### src/rtl/cmp_stream_tracker.sv
// cmp_stream_tracker
// Registered, handshaked magnitude comparator with outcome statistics.
// A single result register sits behind a valid/ready pair. Each accepted
// (A, B) sample produces gr/le/eq one cycle later. The same accept edge
// updates saturating outcome counters and a running min/max of A.
// Signed comparisons flip the operand MSB, which turns two's-complement
// ordering into plain unsigned ordering. The same comparator can then
// serve both modes.

module cmp_stream_tracker #(
    parameter int N     = 8,
    parameter int CNT_W = 16
) (
    input  logic             clk,
    input  logic             rst_n,
    input  logic             in_valid,
    output logic             in_ready,
    input  logic [N-1:0]     A,
    input  logic [N-1:0]     B,
    input  logic             signed_mode,
    input  logic             clear,
    output logic             out_valid,
    input  logic             out_ready,
    output logic             gr,
    output logic             le,
    output logic             eq,
    output logic [CNT_W-1:0] gr_cnt,
    output logic [CNT_W-1:0] le_cnt,
    output logic [CNT_W-1:0] eq_cnt,
    output logic [N-1:0]     max_a,
    output logic [N-1:0]     min_a,
    output logic             track_valid
);

    localparam logic [CNT_W-1:0] CNT_MAX = '1;
    localparam logic [CNT_W-1:0] CNT_ONE = {{(CNT_W-1){1'b0}}, 1'b1};

    // Map a value onto an unsigned ordering key. In signed mode the sign bit
    // is inverted, so the most negative value becomes the smallest key.
    function automatic logic [N-1:0] order_key(input logic [N-1:0] v, input logic s);
        order_key = {v[N-1] ^ s, v[N-2:0]};
    endfunction

    // Increment that sticks at all-ones instead of wrapping.
    function automatic logic [CNT_W-1:0] sat_inc(input logic [CNT_W-1:0] c);
        sat_inc = (c == CNT_MAX) ? c : c + CNT_ONE;
    endfunction

    logic             accept;
    logic [N-1:0]     key_a;
    logic [N-1:0]     key_b;
    logic [N-1:0]     key_max;
    logic [N-1:0]     key_min;
    logic             a_gt_b;
    logic             a_lt_b;

    logic [CNT_W-1:0] gr_cnt_next;
    logic [CNT_W-1:0] le_cnt_next;
    logic [CNT_W-1:0] eq_cnt_next;
    logic [N-1:0]     max_a_next;
    logic [N-1:0]     min_a_next;
    logic             track_base;
    logic             track_next;

    // The result register can take a new sample whenever it is empty or
    // being drained this cycle. This allows full throughput with no bubble.
    assign in_ready = !out_valid || out_ready;
    assign accept   = in_valid && in_ready;

    assign key_a   = order_key(A, signed_mode);
    assign key_b   = order_key(B, signed_mode);
    assign key_max = order_key(max_a, signed_mode);
    assign key_min = order_key(min_a, signed_mode);
    assign a_gt_b  = key_a > key_b;
    assign a_lt_b  = key_a < key_b;

    // Next statistics state. A clear is applied first, so an accept in the
    // same cycle builds on the cleared values.
    always_comb begin
        // NOTE: every output of this block is assigned a default up front;
        // a path that skips an assignment would otherwise infer a latch.
        gr_cnt_next = clear ? '0 : gr_cnt;
        le_cnt_next = clear ? '0 : le_cnt;
        eq_cnt_next = clear ? '0 : eq_cnt;
        max_a_next  = clear ? '0 : max_a;
        min_a_next  = clear ? '0 : min_a;
        track_base  = !clear && track_valid;
        track_next  = track_base;

        if (accept) begin
            if (a_gt_b) begin
                gr_cnt_next = sat_inc(gr_cnt_next);
            end else if (a_lt_b) begin
                le_cnt_next = sat_inc(le_cnt_next);
            end else begin
                eq_cnt_next = sat_inc(eq_cnt_next);
            end

            if (!track_base) begin
                max_a_next = A;
                min_a_next = A;
                track_next = 1'b1;
            end else begin
                if (key_a > key_max) max_a_next = A;
                if (key_a < key_min) min_a_next = A;
            end
        end
    end

    // Result register: load on accept, empty on drain, and hold while stalled.
    always_ff @(posedge clk or negedge rst_n) begin
        // NOTE: state registers use non-blocking assignments, so every flop
        // samples pre-edge values regardless of statement order.
        if (!rst_n) begin
            out_valid <= 1'b0;
            gr        <= 1'b0;
            le        <= 1'b0;
            eq        <= 1'b0;
        end else if (accept) begin
            out_valid <= 1'b1;
            gr        <= a_gt_b;
            le        <= a_lt_b;
            eq        <= !a_gt_b && !a_lt_b;
        end else if (out_ready) begin
            out_valid <= 1'b0;
        end
    end

    // Statistics registers: counters, min/max and track_valid.
    always_ff @(posedge clk or negedge rst_n) begin
        if (!rst_n) begin
            gr_cnt      <= '0;
            le_cnt      <= '0;
            eq_cnt      <= '0;
            max_a       <= '0;
            min_a       <= '0;
            track_valid <= 1'b0;
        end else begin
            gr_cnt      <= gr_cnt_next;
            le_cnt      <= le_cnt_next;
            eq_cnt      <= eq_cnt_next;
            max_a       <= max_a_next;
            min_a       <= min_a_next;
            track_valid <= track_next;
        end
    end

endmodule

### config.mk
export PLATFORM = sky130hd
export DESIGN_NAME = cmp_stream_tracker
export DESIGN_NICKNAME = d
export VERILOG_FILES = /design/src/rtl/cmp_stream_tracker.sv
export SDC_FILE = /design/constraint.sdc
export NUM_CORES = 1
export LEC_CHECK = 0
export CORE_AREA = 8 8 119 121
export CTS_BUF_LIST = sky130_fd_sc_hd__clkbuf_4 sky130_fd_sc_hd__clkbuf_8
export DETAILED_ROUTE_END_ITERATION = 10
export DIE_AREA = 0 0 127 129
export PLACE_DENSITY = 0.67
export SLEW_MARGIN = 20
export SYNTH_ARGS = -nofsm -noshare
export SYNTH_HDL_FRONTEND = slang
export SYNTH_SLANG_ARGS = --single-unit
export TNS_END_PERCENT = 30
### constraint.sdc
create_clock -name clk -period 5.5 [get_ports clk]
set_input_delay 0.825 -clock clk [delete_from_list [all_inputs] [get_ports clk]]
set_output_delay 0.825 -clock clk [all_outputs]
set_load 0.02 [all_outputs]
---- After elaboration in Yosys (flattened, before gate mapping) ----
Index checks and enable logic that the tools add are counted.
W data, S select, Z words.
operators by class
  bitwise logic cells ..................... 4
  $add $sub $neg .......................... 3
  multiplexer cells ....................... 25
  eq/ne operators ......................... 3
  order comparisons ....................... 4
  reduce and logical (&&, ||, !) cells .... 9
operator list
  cell                     number
  $mux W16                 14
  $mux W8                  8
  $add A16 B1 Y16 const B  3
  $eq A16 B16 Y1 const B   3
  $gt A8 B8 Y1             2
  $lt A8 B8 Y1             2
  $logic_not A1 Y1         4
  $xor A1 B1 Y1            4
  $logic_and A1 B1 Y1      3
  $mux W1                  3
  $reduce_bool A2 Y1       1
  $logic_or A1 B1 Y1       1
storage, ports and cells
  word-level logic and storage cells ...... 58
  input bits .............................. 22
  output and inout port bits .............. 70
  bits in registers ....................... 69

---- Depth between registers and ports, before layout ----
  word-level depth ........................ 6
  depth in mapped cells ................... 11
  depth with buffers taken out ............ 8

---- Worst setup path after synthesis ----
No wires, ideal clock.
  kind .................................... input to register
  start ................................... input port clear
  end ..................................... register le_cnt[15]
  data arrival time ....................... 3,340 ps
  required time ........................... 5,422 ps
  setup time .............................. 78 ps
  path buffers ............................ 3
  setup slack ............................. 2,082 ps
  cell stages on the path ................. 11
  path through ............................ buf_4 -> clkbuf_1 -> clkbuf_1 -> nor2b_1 -> ha_1 -> and3_1 -> nor4bb_1 -> and3_4 -> or4_4 -> or4_1 -> a21oi_1
between the ends
  longest elaborated chain between the ends .. 6
  elaborated cells between the ends (all ways) .. 7
  those cells by class .................... add/sub: 1; eq/ne: 1; mux: 5
RTL lines
  element                                                   RTL line  text
  from (decl)                                               21        input logic clear,
  $mux W16 *                                                83        le_cnt_next = clear ? '0 : le_cnt;
  $add A16 B1 Y16 / $eq A16 B16 Y1 (equally long branches)  46        sat_inc = (c == CNT_MAX) ? c : c + CNT_ONE;
  $mux W16                                                  46
  $mux W16                                                  93        end else if (a_lt_b) begin
  $mux W16                                                  91        if (a_gt_b) begin
  $mux W16 *                                                90        if (accept) begin
  net le_cnt_next[15]                                       58        logic [CNT_W-1:0] le_cnt_next;
  to (signal assigned)                                      140       le_cnt <= le_cnt_next;
  to (decl)                                                 28        output logic [CNT_W-1:0] le_cnt,
The timed path passes the listed nets; every way through them passes the cells marked *.
A chain may end at the register's enable or synchronous reset.

---- Worst setup path after layout ----
  start ................................... input port A[7]
  end ..................................... register gr_cnt[10]
between the ends
  longest elaborated chain between the ends .. 4
RTL lines
  element               RTL line  text
  from (decl)           18        input logic [N-1:0] A,
  $xor A1 B1 Y1         41        order_key = {v[N-1] ^ s, v[N-2:0]};
  $gt A8 B8 Y1          74        assign a_gt_b = key_a > key_b;
  $mux W16              91
  $mux W16              90
  net gr_cnt_next[10]   57        logic [CNT_W-1:0] gr_cnt_next;
  to (signal assigned)  139       gr_cnt <= gr_cnt_next;
  to (decl)             27        output logic [CNT_W-1:0] gr_cnt,
The timed path passes the listed nets, and every way through them passes these cells.

==> summary.md <==
| Metric | Value |
|---|---|
| Worst Setup SP | `A[7]` |
| Critical Path Sink | `gr_cnt[10]` |
| Synth area leaders | `dfrtp_1 (41%), ha_1 (7.1%), xnor2_1 (5.6%), mux2_2 (4.5%), nor2b_1 (4.0%)` |
| Floorplan row count | `41` |
| Total die area | `16400 µm²` |
| Clock Sinks | `69` |
| CP endpoint kind | `flop` |
| Setup crit start kind | `primary input` |
| Post-synth EDFFs | `0` |
| Worst EP required | `5730 ps` |
| CTS tree | `built` |
| CP Max Fanout | `13` |
| Reg2reg end | `le_cnt[6]` |
| Synthesized area | `4210 µm²` |
| Critical path class | `primary input to flop` |
| Cells resized by post-CTS repair | `0` |
| Die span in y | `129 µm` |
| Worst reg2reg path depth | `8` |
| FF-to-FF Start | `le_cnt[1]` |
| RSZ-0062 raised after global routing | `no` |
| Core area | `12300 µm²` |
| Fillers | `1227` |
| Post-synth top flop | `dfrtp_1` |
| Iter 0 DRT Violations | `203` |
| Grt total ovfl | `0` |
| PwrDens | `230 nW/µm²` |
| Sequential cell area fraction in the yosys report | `0.410` |
| Port bufs | `91` |
| RePlAce Congestion | `0.841` |
| Async S/R FF share, synth | `1.00` |
| Yosys top cell by area | `dfrtp_1` |
| DR vias/cell | `5.28` |
| LEAKAGE | `2.24 nW` |
| Status | `complete, no violations` |
| Worst ir drop on vdd | `0.0941 mV` |
| Area delta synth->final | `30.3%` |
| Hpwl dp | `8.21 mm` |
| Antenna cells | `0` |
| Most common library cells after synthesis | `dfrtp_1 (69), nor2_1 (39), nor2b_1 (27), xnor2_1 (27)` |
| H-tree depth | `3` |
| Detailed-route via count | `3626` |
| Initial antenna violation count | `0` |
| Final Hold Vio Count | `0` |
| Starting Density | `0.342` |
| Hold Crit Class | `flop to flop` |
| Share of cells above drive strength 1 | `0.0931` |
| Max-cap viol count | `0` |
| Synth Instances | `442` |
| Critical Path AT | `3780 ps` |
| Distinct cells, synth | `53` |
| Fmax | `282 MHz` |
| Cts bufs inserted | `9` |
| Post-route setup TNS | `0 ps` |
| Final period utilization | `0.645` |
| WL final | `11.1 mm` |
| Syn Area/Cell | `9.53 µm²` |
| Io pins | `92` |
| Net count, final | `578` |
| Max Transition Viols Final | `0` |
| Hold Buf Count CTS | `0` |
| Relative slew slack | `0.400` |
| Slew @ Worst Pin | `900 ps` |
| Root Buffer | `clkbuf_8` |
| Clock-pin slew on the worst setup and hold paths | `70 ps` |
| Final Skew | `9.54 ps` |
| Largest net degree at the start of global routing | `70` |
| Global-route wire length before repair | `18.7 mm` |
| FF+latch count, synth | `69` |
| Wire length per cell | `16.2 µm` |
| Remaining DRCs | `0` |
| Leading cell type by number of instances after synthesis | `dfrtp_1` |
| Syn nets | `488` |
| Die Width | `127 µm` |
| Setup Fix Bufs, Post-CTS | `0` |
| FF-to-FF setup slack | `2660 ps` |
| Detail Route Antenna Nets | `0` |
| YS warnings | `0` |
| Total Power | `1.26 mW` |
| Clock Latency Late Sink | `350 ps` |
| Drt pass-1 iters | `4` |
| Vias in the first global route | `3743` |
| Top-area cell type share of the netlist area | `0.410` |
| Setup Viol. Count Final | `0` |
| Global Route Usage Sum | `0.141` |
| Final Critical Period | `3550 ps` |
| Max clock buf depth | `2` |
flip-flops by register name, summed over array words and instances (netlist names):
| signal | count |
|---|---|
| eq | 1 |
| eq_cnt | 16 |
| gr | 1 |
| gr_cnt | 16 |
| le | 1 |
| le_cnt | 16 |
| max_a | 8 |
| min_a | 8 |
| out_valid | 1 |
| track_valid | 1 |
layout by cell type, fill, tap and decap left out, types with 3 or more instances in the layout:
master / instances
nand3b_1: 4
nor3_1: 11
dfrtp_1: 69
nand2b_1: 16
inv_1: 23
a211oi_1: 3
o21ai_0: 10
o21ai_1: 3
nand3_1: 14
xnor2_1: 27
mux2i_1: 3
o211ai_1: 3
clkdlybuf4s50_1: 89
clkbuf_8: 11
ha_1: 24
a22o_1: 8
or4_1: 3
and2_1: 3
xor2_1: 6
nand4b_1: 3
nor2b_1: 27
a21oi_1: 15
or2_2: 3
nand2_1: 24
nand4_1: 21
or3_1: 6
nor4_1: 9
nor2_1: 39
mux2_2: 17
and3_1: 6
worst min path at each step:
stage                from  end  depth (start not counted)
finish                 eq   eq                          2
global route           eq   eq                          2
CTS                    eq   eq                          2
detailed placement     eq   eq                          2
global placement       eq   eq                          2
floorplan           rst_n   eq                          0
power by group:
part | switching (mW) | total [mW] | internal (mW)
Sequential | 0.0211 | 0.550 | 0.529
Clock | 0.196 | 0.480 | 0.284
Combinational | 0.131 | 0.232 | 0.102
metal layers:
metal	track usage	part of all wire
met1	0.175	0.46
met2	0.232	0.46
met3	0.0368	0.062
met4	0.0497	0.013
met5	0	0
cell families (layout without fill, tap and decap cells):
kind of cell | count (synthesis) | after routing | share of synthesized area
AOI/OAI and AO/OA | 53 | 53 | 0.0849
muxes | 21 | 21 | 0.0552
DFF | 69 | 69 | 0.410
adders and majority gates | 25 | 25 | 0.0736
xor gates and xnor gates | 33 | 33 | 0.0686
buffers and inverters | 37 | 132 | 0.0338
and+or+nand+nor | 204 | 204 | 0.274
area by class of cell:
class                           count  area, µm²  share of cell area
Multi-Input combinational cell    336       2340               0.427
Sequential cell                    69       1730               0.314
Timing Repair Buffer               93        916               0.167
Tap cell                          150        188              0.0342
Clock buffer                       12        159              0.0289
Inverter                           23       86.3              0.0157
Clock inverter                      4       70.1              0.0128
worst max-delay path, cell delays in order:
cell,delay [ps]
clkdlybuf4s50_1,590
xor2_1,220
ha_1,340
nand4_1,180
nor2_1,90
a211oi_1,470
nor2_1,320
nor4_1,370
mux2_2,380
stage by stage:
step	util	instances	hold slack [ps]	worst slack, ps	cell area, µm²
4_1_cts	0.446	687	486	1970	5490
6_report	0.446	687	476	1950	5490
2_1_floorplan	-	442	529	2080	4210
3_3_place_gp	0.427	671	461	1710	5260
3_5_place_dp	0.427	671	467	1610	5260
5_1_grt	0.446	687	505	1750	5490
Power figures use the tool's default switching activity.
